## src/rtl/cpu_ctrl_pkg.sv

```systemverilog
// rtl/cpu_ctrl_pkg.sv - shared control-strobe indices, opcode constants, state and class encodings
package cpu_ctrl_pkg;

   // Width of the control strobe bus; bit 0 is PCout, bit 21 is Write
   localparam int CTRL_W = 22;

   // Control strobe bit indices
   localparam int C_PCOUT    = 0;
   localparam int C_PCIN     = 1;
   localparam int C_INCPC    = 2;
   localparam int C_MARIN    = 3;
   localparam int C_MDRIN    = 4;
   localparam int C_MDROUT   = 5;
   localparam int C_IRIN     = 6;
   localparam int C_YIN      = 7;
   localparam int C_ZIN      = 8;
   localparam int C_ZLOWOUT  = 9;
   localparam int C_ZHIGHOUT = 10;
   localparam int C_HIIN     = 11;
   localparam int C_LOIN     = 12;
   localparam int C_GRA      = 13;
   localparam int C_GRB      = 14;
   localparam int C_GRC      = 15;
   localparam int C_RIN      = 16;
   localparam int C_ROUT     = 17;
   localparam int C_BAOUT    = 18;
   localparam int C_COUT     = 19;
   localparam int C_READ     = 20;
   localparam int C_WRITE    = 21;

   // One-hot masks so strobe sets can be OR-ed together
   localparam logic [CTRL_W-1:0] M_PCOUT    = CTRL_W'(1) << C_PCOUT;
   localparam logic [CTRL_W-1:0] M_PCIN     = CTRL_W'(1) << C_PCIN;
   localparam logic [CTRL_W-1:0] M_INCPC    = CTRL_W'(1) << C_INCPC;
   localparam logic [CTRL_W-1:0] M_MARIN    = CTRL_W'(1) << C_MARIN;
   localparam logic [CTRL_W-1:0] M_MDRIN    = CTRL_W'(1) << C_MDRIN;
   localparam logic [CTRL_W-1:0] M_MDROUT   = CTRL_W'(1) << C_MDROUT;
   localparam logic [CTRL_W-1:0] M_IRIN     = CTRL_W'(1) << C_IRIN;
   localparam logic [CTRL_W-1:0] M_YIN      = CTRL_W'(1) << C_YIN;
   localparam logic [CTRL_W-1:0] M_ZIN      = CTRL_W'(1) << C_ZIN;
   localparam logic [CTRL_W-1:0] M_ZLOWOUT  = CTRL_W'(1) << C_ZLOWOUT;
   localparam logic [CTRL_W-1:0] M_ZHIGHOUT = CTRL_W'(1) << C_ZHIGHOUT;
   localparam logic [CTRL_W-1:0] M_HIIN     = CTRL_W'(1) << C_HIIN;
   localparam logic [CTRL_W-1:0] M_LOIN     = CTRL_W'(1) << C_LOIN;
   localparam logic [CTRL_W-1:0] M_GRA      = CTRL_W'(1) << C_GRA;
   localparam logic [CTRL_W-1:0] M_GRB      = CTRL_W'(1) << C_GRB;
   localparam logic [CTRL_W-1:0] M_GRC      = CTRL_W'(1) << C_GRC;
   localparam logic [CTRL_W-1:0] M_RIN      = CTRL_W'(1) << C_RIN;
   localparam logic [CTRL_W-1:0] M_ROUT     = CTRL_W'(1) << C_ROUT;
   localparam logic [CTRL_W-1:0] M_BAOUT    = CTRL_W'(1) << C_BAOUT;
   localparam logic [CTRL_W-1:0] M_COUT     = CTRL_W'(1) << C_COUT;
   localparam logic [CTRL_W-1:0] M_READ     = CTRL_W'(1) << C_READ;
   localparam logic [CTRL_W-1:0] M_WRITE    = CTRL_W'(1) << C_WRITE;

   // Opcode field values (IR[31:27])
   localparam logic [4:0] OP_LD        = 5'b00000;
   localparam logic [4:0] OP_ST        = 5'b00010;
   localparam logic [4:0] OP_ADD       = 5'b00011;
   localparam logic [4:0] OP_ALU3_LAST = 5'b01010;
   localparam logic [4:0] OP_MUL       = 5'b01110;
   localparam logic [4:0] OP_DIV       = 5'b01111;
   localparam logic [4:0] OP_NEG       = 5'b10000;
   localparam logic [4:0] OP_NOT       = 5'b10001;
   localparam logic [4:0] OP_NOP       = 5'b11001;
   localparam logic [4:0] OP_HALT      = 5'b11010;

   // Sequencer steps
   typedef enum logic [3:0] {
      S_T0, S_T1, S_T2, S_T3, S_T4, S_T5, S_T6, S_T7, S_HALT
   } state_e;

   // Instruction classes produced by the decoder
   typedef enum logic [2:0] {
      CLS_ALU3, CLS_UNARY, CLS_LD, CLS_ST, CLS_MULDIV, CLS_NOP, CLS_HALT
   } instr_class_e;

endpackage

```

## src/rtl/cu_decode.sv

```systemverilog
// rtl/cu_decode.sv - opcode to instruction-class decoder; CONTROL_UNIT_MULDIV_EN maps mul/div to MULDIV
module cu_decode
   import cpu_ctrl_pkg::*;
(
   input  logic [4:0]   op_i,
   output instr_class_e cls_o
);

   // Classify the opcode; anything not recognised runs as a nop
   always_comb begin
      cls_o = CLS_NOP;
      if (op_i == OP_LD) begin
         cls_o = CLS_LD;
      end else if (op_i == OP_ST) begin
         cls_o = CLS_ST;
      end else if ((op_i >= OP_ADD) && (op_i <= OP_ALU3_LAST)) begin
         cls_o = CLS_ALU3;
      end else if ((op_i == OP_NEG) || (op_i == OP_NOT)) begin
         cls_o = CLS_UNARY;
`ifdef CONTROL_UNIT_MULDIV_EN
      end else if ((op_i == OP_MUL) || (op_i == OP_DIV)) begin
         cls_o = CLS_MULDIV;
`endif
      end else if (op_i == OP_HALT) begin
         cls_o = CLS_HALT;
      end
   end

endmodule

```

## src/rtl/control_unit.sv

```systemverilog
// rtl/control_unit.sv - Moore fetch/execute sequencer; CONTROL_UNIT_MULDIV_EN enables the mul/div sequence
module control_unit
   import cpu_ctrl_pkg::*;
(
   input  logic              Clock,
   input  logic              clear,
   input  logic [31:0]       IR,
   input  logic              mem_ready,
   output logic [CTRL_W-1:0] ctrl,
   output logic [4:0]        opcode,
   output logic              Run
);

   state_e       state_q, state_d;
   logic         run_q;
   instr_class_e cls;
   logic [4:0]   ir_op;
   logic         unused_ir;

   assign ir_op     = IR[31:27];
   assign unused_ir = ^IR[26:0];

   cu_decode u_decode (
      .op_i  (ir_op),
      .cls_o (cls)
   );

   // State register; run_q keeps the reset-exit cycle at T0 with strobes off
   always_ff @(posedge Clock or negedge clear) begin
      if (!clear) begin
         state_q <= S_T0;
         run_q   <= 1'b0;
      end else begin
         state_q <= state_d;
         run_q   <= 1'b1;
      end
   end

   assign Run = run_q & (state_q != S_HALT);

   // Next-state and Moore outputs from the present step and instruction class
   always_comb begin
      state_d = state_q;
      ctrl    = '0;
      opcode  = '0;
      if (!run_q) begin
         state_d = S_T0;
      end else begin
         case (state_q)
            S_T0: begin
               ctrl    = M_PCOUT | M_MARIN | M_INCPC | M_ZIN;
               state_d = S_T1;
            end
            S_T1: begin
               ctrl = M_ZLOWOUT | M_PCIN | M_READ | M_MDRIN;
               if (mem_ready) state_d = S_T2;
            end
            S_T2: begin
               ctrl    = M_MDROUT | M_IRIN;
               state_d = S_T3;
            end
            S_T3: begin
               state_d = S_T4;
               case (cls)
                  CLS_ALU3:  ctrl = M_GRB | M_ROUT | M_YIN;
                  CLS_UNARY: begin
                     ctrl   = M_GRB | M_ROUT | M_ZIN;
                     opcode = ir_op;
                  end
                  CLS_LD, CLS_ST: ctrl = M_GRB | M_BAOUT | M_YIN;
`ifdef CONTROL_UNIT_MULDIV_EN
                  CLS_MULDIV: ctrl = M_GRA | M_ROUT | M_YIN;
`endif
                  CLS_HALT: state_d = S_HALT;
                  default:  state_d = S_T0;
               endcase
            end
            S_T4: begin
               state_d = S_T5;
               case (cls)
                  CLS_ALU3: begin
                     ctrl   = M_GRC | M_ROUT | M_ZIN;
                     opcode = ir_op;
                  end
                  CLS_UNARY: begin
                     ctrl    = M_ZLOWOUT | M_GRA | M_RIN;
                     state_d = S_T0;
                  end
                  CLS_LD, CLS_ST: begin
                     ctrl   = M_COUT | M_ZIN;
                     opcode = OP_ADD;
                  end
`ifdef CONTROL_UNIT_MULDIV_EN
                  CLS_MULDIV: begin
                     ctrl   = M_GRB | M_ROUT | M_ZIN;
                     opcode = ir_op;
                  end
`endif
                  default: state_d = S_T0;
               endcase
            end
            S_T5: begin
               state_d = S_T6;
               case (cls)
                  CLS_ALU3: begin
                     ctrl    = M_ZLOWOUT | M_GRA | M_RIN;
                     state_d = S_T0;
                  end
                  CLS_LD, CLS_ST: ctrl = M_ZLOWOUT | M_MARIN;
`ifdef CONTROL_UNIT_MULDIV_EN
                  CLS_MULDIV: ctrl = M_ZLOWOUT | M_LOIN;
`endif
                  default: state_d = S_T0;
               endcase
            end
            S_T6: begin
               state_d = S_T0;
               case (cls)
                  CLS_LD: begin
                     ctrl    = M_READ | M_MDRIN;
                     state_d = mem_ready ? S_T7 : S_T6;
                  end
                  CLS_ST: begin
                     ctrl    = M_GRA | M_ROUT | M_MDRIN;
                     state_d = S_T7;
                  end
`ifdef CONTROL_UNIT_MULDIV_EN
                  CLS_MULDIV: ctrl = M_ZHIGHOUT | M_HIIN;
`endif
                  default: state_d = S_T0;
               endcase
            end
            S_T7: begin
               state_d = S_T0;
               case (cls)
                  CLS_LD: ctrl = M_MDROUT | M_GRA | M_RIN;
                  CLS_ST: begin
                     ctrl    = M_WRITE;
                     state_d = mem_ready ? S_T0 : S_T7;
                  end
                  default: state_d = S_T0;
               endcase
            end
            S_HALT:  state_d = S_HALT;
            default: state_d = S_T0;
         endcase
      end
   end

endmodule

```

## config.mk

```make
export PLATFORM = sky130hd
export DESIGN_NAME = control_unit
export DESIGN_NICKNAME = d
export VERILOG_FILES = /design/src/rtl/cpu_ctrl_pkg.sv /design/src/rtl/cu_decode.sv /design/src/rtl/control_unit.sv
export SDC_FILE = /design/constraint.sdc
export NUM_CORES = 1
export LEC_CHECK = 0
export ABC_AREA = 1
export CORE_UTILIZATION = 35
export DETAILED_ROUTE_END_ITERATION = 8
export PLACE_DENSITY_LB_ADDON = 0.3
export RECOVER_POWER = 25
export SYNTH_ARGS = -nofsm -noshare
export SYNTH_HDL_FRONTEND = slang
export SYNTH_SLANG_ARGS = --single-unit
```

## constraint.sdc

```tcl
create_clock -name Clock -period 3.4 [get_ports Clock]
set_clock_uncertainty 0.1 [all_clocks]
set_input_delay 0.34 -clock Clock [delete_from_list [all_inputs] [get_ports Clock]]
set_output_delay 0.34 -clock Clock [all_outputs]
set_load 0.02 [all_outputs]
```

After elaboration in Yosys (flattened, before gate mapping). Index checks and enable logic that the tools add are counted. Widths: inputs -> output; s select.

Word-level logic and storage cells: 57. Output and inout bits: 28. Register bits after elaboration: 5. Input port bits: 35.

Reduce and logical (&&, ||, !) cells: 8. $lt $le $gt $ge: 2. Multiplexer cells: 26. Bitwise operators: 1. Equal/unequal tests: 18.

Operator list (number): $pmux 22 s8 (1); $pmux 20 s3 (1); $pmux 19 s3 (1); $pmux 22 s2 (1); $pmux 21 s2 (1); $pmux 4 s9 (1); $pmux 17 s2 (1); $mux 3 (8); $mux 22 (1); $pmux 5 s2 (2); $eq 4x3->1 const B (4); $eq 5x5->1 const B (3); $mux 5 (2); $eq 4x2->1 const B (2); $mux 4 (2); $pmux 4 s2 (1); $eq 3x2->1 const B (2); $pmux 3 s2 (1); $eq 5x2->1 const B (1); $ge 5x2->1 const B (1); $le 5x4->1 const B (1); $logic_not 5->1 (1); $eq 4x1->1 const B (1); $eq 4x4->1 const B (1); other kinds (14) (14).

Depth between registers and ports, before layout.
Depth in word-level cells: 11. Mapped depth: 10. Mapped depth without buffers: 10.

Hierarchy. A second synthesis with hierarchy kept.

Cells, all modules: 150. Area total of the unflattened synthesis: 795.8 um^2.

Modules (own cells, without submodules): control_unit (instances 1, sequential area each 125.1 um^2, cells each 125, area each 681.9 um^2); cu_decode (instances 1, sequential area each 0.0 um^2, cells each 25, area each 113.9 um^2).

Least setup slack after synthesis. OpenSTA, ideal clock, no wires.

Kind: input port to output port. Start point: input IR[28]. End point: output ctrl[21]. Stages: 6. Arrival time: 1.454 ns. Slack: 1.506 ns. Required time: 2.960 ns. Buffers on the path: 1. Cells stage by stage: buf_6 > nand2_1 > nand2_1 > nand3_4 > nand3_2 > nor4_1.

Word-level cells in the longest chain between the ends: 10. Elaborated cells between the ends (all ways): 19. Classes of those cells: order compare (2); eq/ne (6); mux (8); reduce/logical (3).

Ends and longest elaborated chain: from (decl) (line control_unit.sv:7) `input logic [31:0] IR,`; parallel branches: the longest is 5 deep, another holds $ge 5x2->1; $mux 3 (*) (line cu_decode.sv:12) `if (op_i == OP_LD) begin`; $eq 3x2->1 (line control_unit.sv:135) `case (cls)`; $pmux 22 s2 (*) (line control_unit.sv:135); $pmux 22 s8 (*) (line control_unit.sv:49) `case (state_q)`; $mux 22 (*) (line control_unit.sv:46) `if (!run_q) begin`; to (decl) (line control_unit.sv:9) `output logic [CTRL_W-1:0] ctrl,`.

Every way passes the cells marked *.

Worst setup path after layout.
Start point: input IR[30]. End point: output opcode[3].

Word-level cells in the longest chain between the ends: 11. Elaborated cells between the ends (all ways): 23. Classes of those cells: order compare (2); eq/ne (7); mux (9); reduce/logical (5).

Ends and longest elaborated chain: parallel branches: the longest is 9 deep, another holds $ge 5x2->1; $pmux 5 s2 (*) (line control_unit.sv:49); $mux 5 (*) (line control_unit.sv:46); to (decl) (line control_unit.sv:10) `output logic [4:0] opcode,`.

Marks and branches as above.

==> qor.csv <==
metric,value,unit
cts_tree,built,
use_met2,29.2,%
register_area,125,um^2
num_vias,958,
syn_to_final_growth,42.1,%
numPortBuffers,32,
synth_top_flop_cell,dfrtp_1,
final_hold_viol_count,0,
synth_top_cell_by_area,nor2_1,
critical_path_class,input pin to primary output,
slew_viol_final,0,
htreeDepth,1,
grt_pass1_wl,3.43,mm
clockPowerShare,25.8,%
grt_overflow_total,0,
synthArstFlopShare,100,%
multi_input_area,512,um^2
synth.most_common_cell,nor2_1,
final_nets,212,
clk_latency,0.24,ns
avgSynthCellArea,5.38,um^2
fp-row-count,16,
drtIter0Drc,25,
fin_crit,2.94,ns
hold_class,input pin to async pin,
syn_inst,145,
cts_made_buffers,3,
start_util,38.6,%
cap_violations,0,
use_met3,1.87,%
clk_pin_slew,0.04,ns
setup_tns,0,ns
place.gp.congestion,0.919,
die_h,49.2,um
p_switching,0.104,mW
p_leak,0.536,nW
n_fill_cell,220,
final_cells,203,
die-area,0.00242,mm^2
synth-seq-cells,5,
setup-violations-final,0,
vias_per_cell,4.72,
drc_errors,0,
yosysSeqAreaShare,16.1,%
grt_pass1_vias,825,
cp.arrival,2.50,ns
grt_max_degree,15,
finalWirelength,1.96,mm
status,finished clean,
synth_edf_count,0,
die_w,49.2,um
synth.top_cell.area_share,16.9,%
ys_types,27,
met1_usage,23.7,%
post-route-period-util,86.5,%
dpl.hpwl,1.61,mm
wire_per_inst,9.63,um
antenna_found_initial,0,
power.density,237,mW/mm^2
antenna_cells,0,
cts_sinks,5,
seqPwrFrac,26.8,%
crit_path_end_kind,primary output,
cts_resized,0,
combPwrFrac,47.4,%
switching_share,39.8,%
yosys_warnings,0,
drive_gt1_share,9.09,%
cts_root_buffer,clkbuf_4,
cts_setup_buffers,0,
dp_cells,199,
clock_path_buffers,2,
critPathRequiredTime,2.96,ns
vdd_drop_max,183,uV
drtPass1Iterations,4,
rsz0062_at_grt,false,
cell_internal_pwr,0.158,mW
start_kind,input pin,
coreArea,0.00202,mm^2
synthTopCellsByArea,"nor2_1, dfrtp_1, nand2_1, inv_1, nor2_2",
ys_top_cells_by_count,"nor2_1, nand2_1, inv_1",
synth_area,779,um^2
critPathMaxFanout,8,
drt.antenna.violating_nets,0,
busiest_layer,met2,
holdBufCountCts,0,
fmax,0.340,GHz
grt.total_usage,18.3,%
pin_count,63,
logic make-up after synthesis:
kind of cell,after synthesis,share of synthesized area (%)
and+or+nand+nor,94,55.5
buffers and inverters,31,18.0
DFF,5,16.1
AOI/OAI and AO/OA,13,9.47
other,2,0.963
layout by cell type (no fill, tap or decap), types with 3 or more instances in the layout:
cell type	netlist	routed
a21oi_1	5	5
nor3_1	3	3
nor2_1	35	36
dfrtp_1	5	5
conb_1	2	4
nand4_1	4	4
o21ai_0	4	4
clkbuf_4	0	3
nand2_1	33	34
inv_1	22	22
clkdlybuf4s50_1	0	30
nand3_1	5	5
nor2_2	7	6
cell type report:
class | instances | share of cell area [%]
timing repair buffer | 32 | 28.9
tap | 27 | 3.05
clock buffer | 4 | 2.37
multi-input combinational | 111 | 46.2
inverter | 24 | 8.14
sequential | 5 | 11.3
path summary, 6_finish.rpt:
path                            start          to  slack, ns  cells past startpoint
setup / recovery               IR[30]   opcode[3]       0.46                     10
hold / removal                  clear  state_q[3]       0.28                      1
setup reg to reg           state_q[3]  state_q[2]       1.94                      9
hold reg to reg            state_q[2]  state_q[3]       0.54                      3
max in group asynchronous       clear       run_q       2.74                      1
min in group Clock         state_q[2]  state_q[3]       0.54                      3
registers in the layout (all words and copies together), names as in the netlist:
| register | count |
|---|---|
| state_q | 4 |
| run_q | 1 |
per-layer routing:
layer,wire (um),vias up
met5,0,-
li1,-,502
met1,915,426
met2,914,26
met4,37,0
met3,88,4
stage by stage:
step	power [mW]	instance area (um^2)	hold slack (ns)	util [%]	worst slack [ns]
after global placement	0.196	1090	0.465	54.0	0.638
after global routing	0.280	1110	0.302	54.8	0.267
after CTS	0.267	1120	0.212	55.3	0.596
final	0.262	1110	0.282	54.8	0.460
after detailed placement	0.197	1090	0.471	54.0	0.604
after floorplan	0.154	787	-0.0556	-	1.51
power by group through the flow:
| stage | Combinational [mW] | Sequential [mW] | Clock, mW |
|---|---|---|---|
| after CTS | 0.126 | 0.0700 | 0.0705 |
| after global routing | 0.137 | 0.0707 | 0.0720 |
| final | 0.124 | 0.0701 | 0.0675 |
| after detailed placement | 0.126 | 0.0708 | 0 |
| after global placement | 0.125 | 0.0705 | 0 |
| after floorplan | 0.0856 | 0.0684 | 0 |
critical path, stage by stage:
cell	delay, ns
dlygate4sd3_1	0.65
nor2_2	0.07
nand2_1	0.23
inv_2	0.10
nand2_1	0.11
nand3_2	0.11
nor2_2	0.13
nor2_2	0.05
nor2_1	0.10
clkdlybuf4s50_1	0.61
No activity file was read; power rests on OpenSTA's default activity.
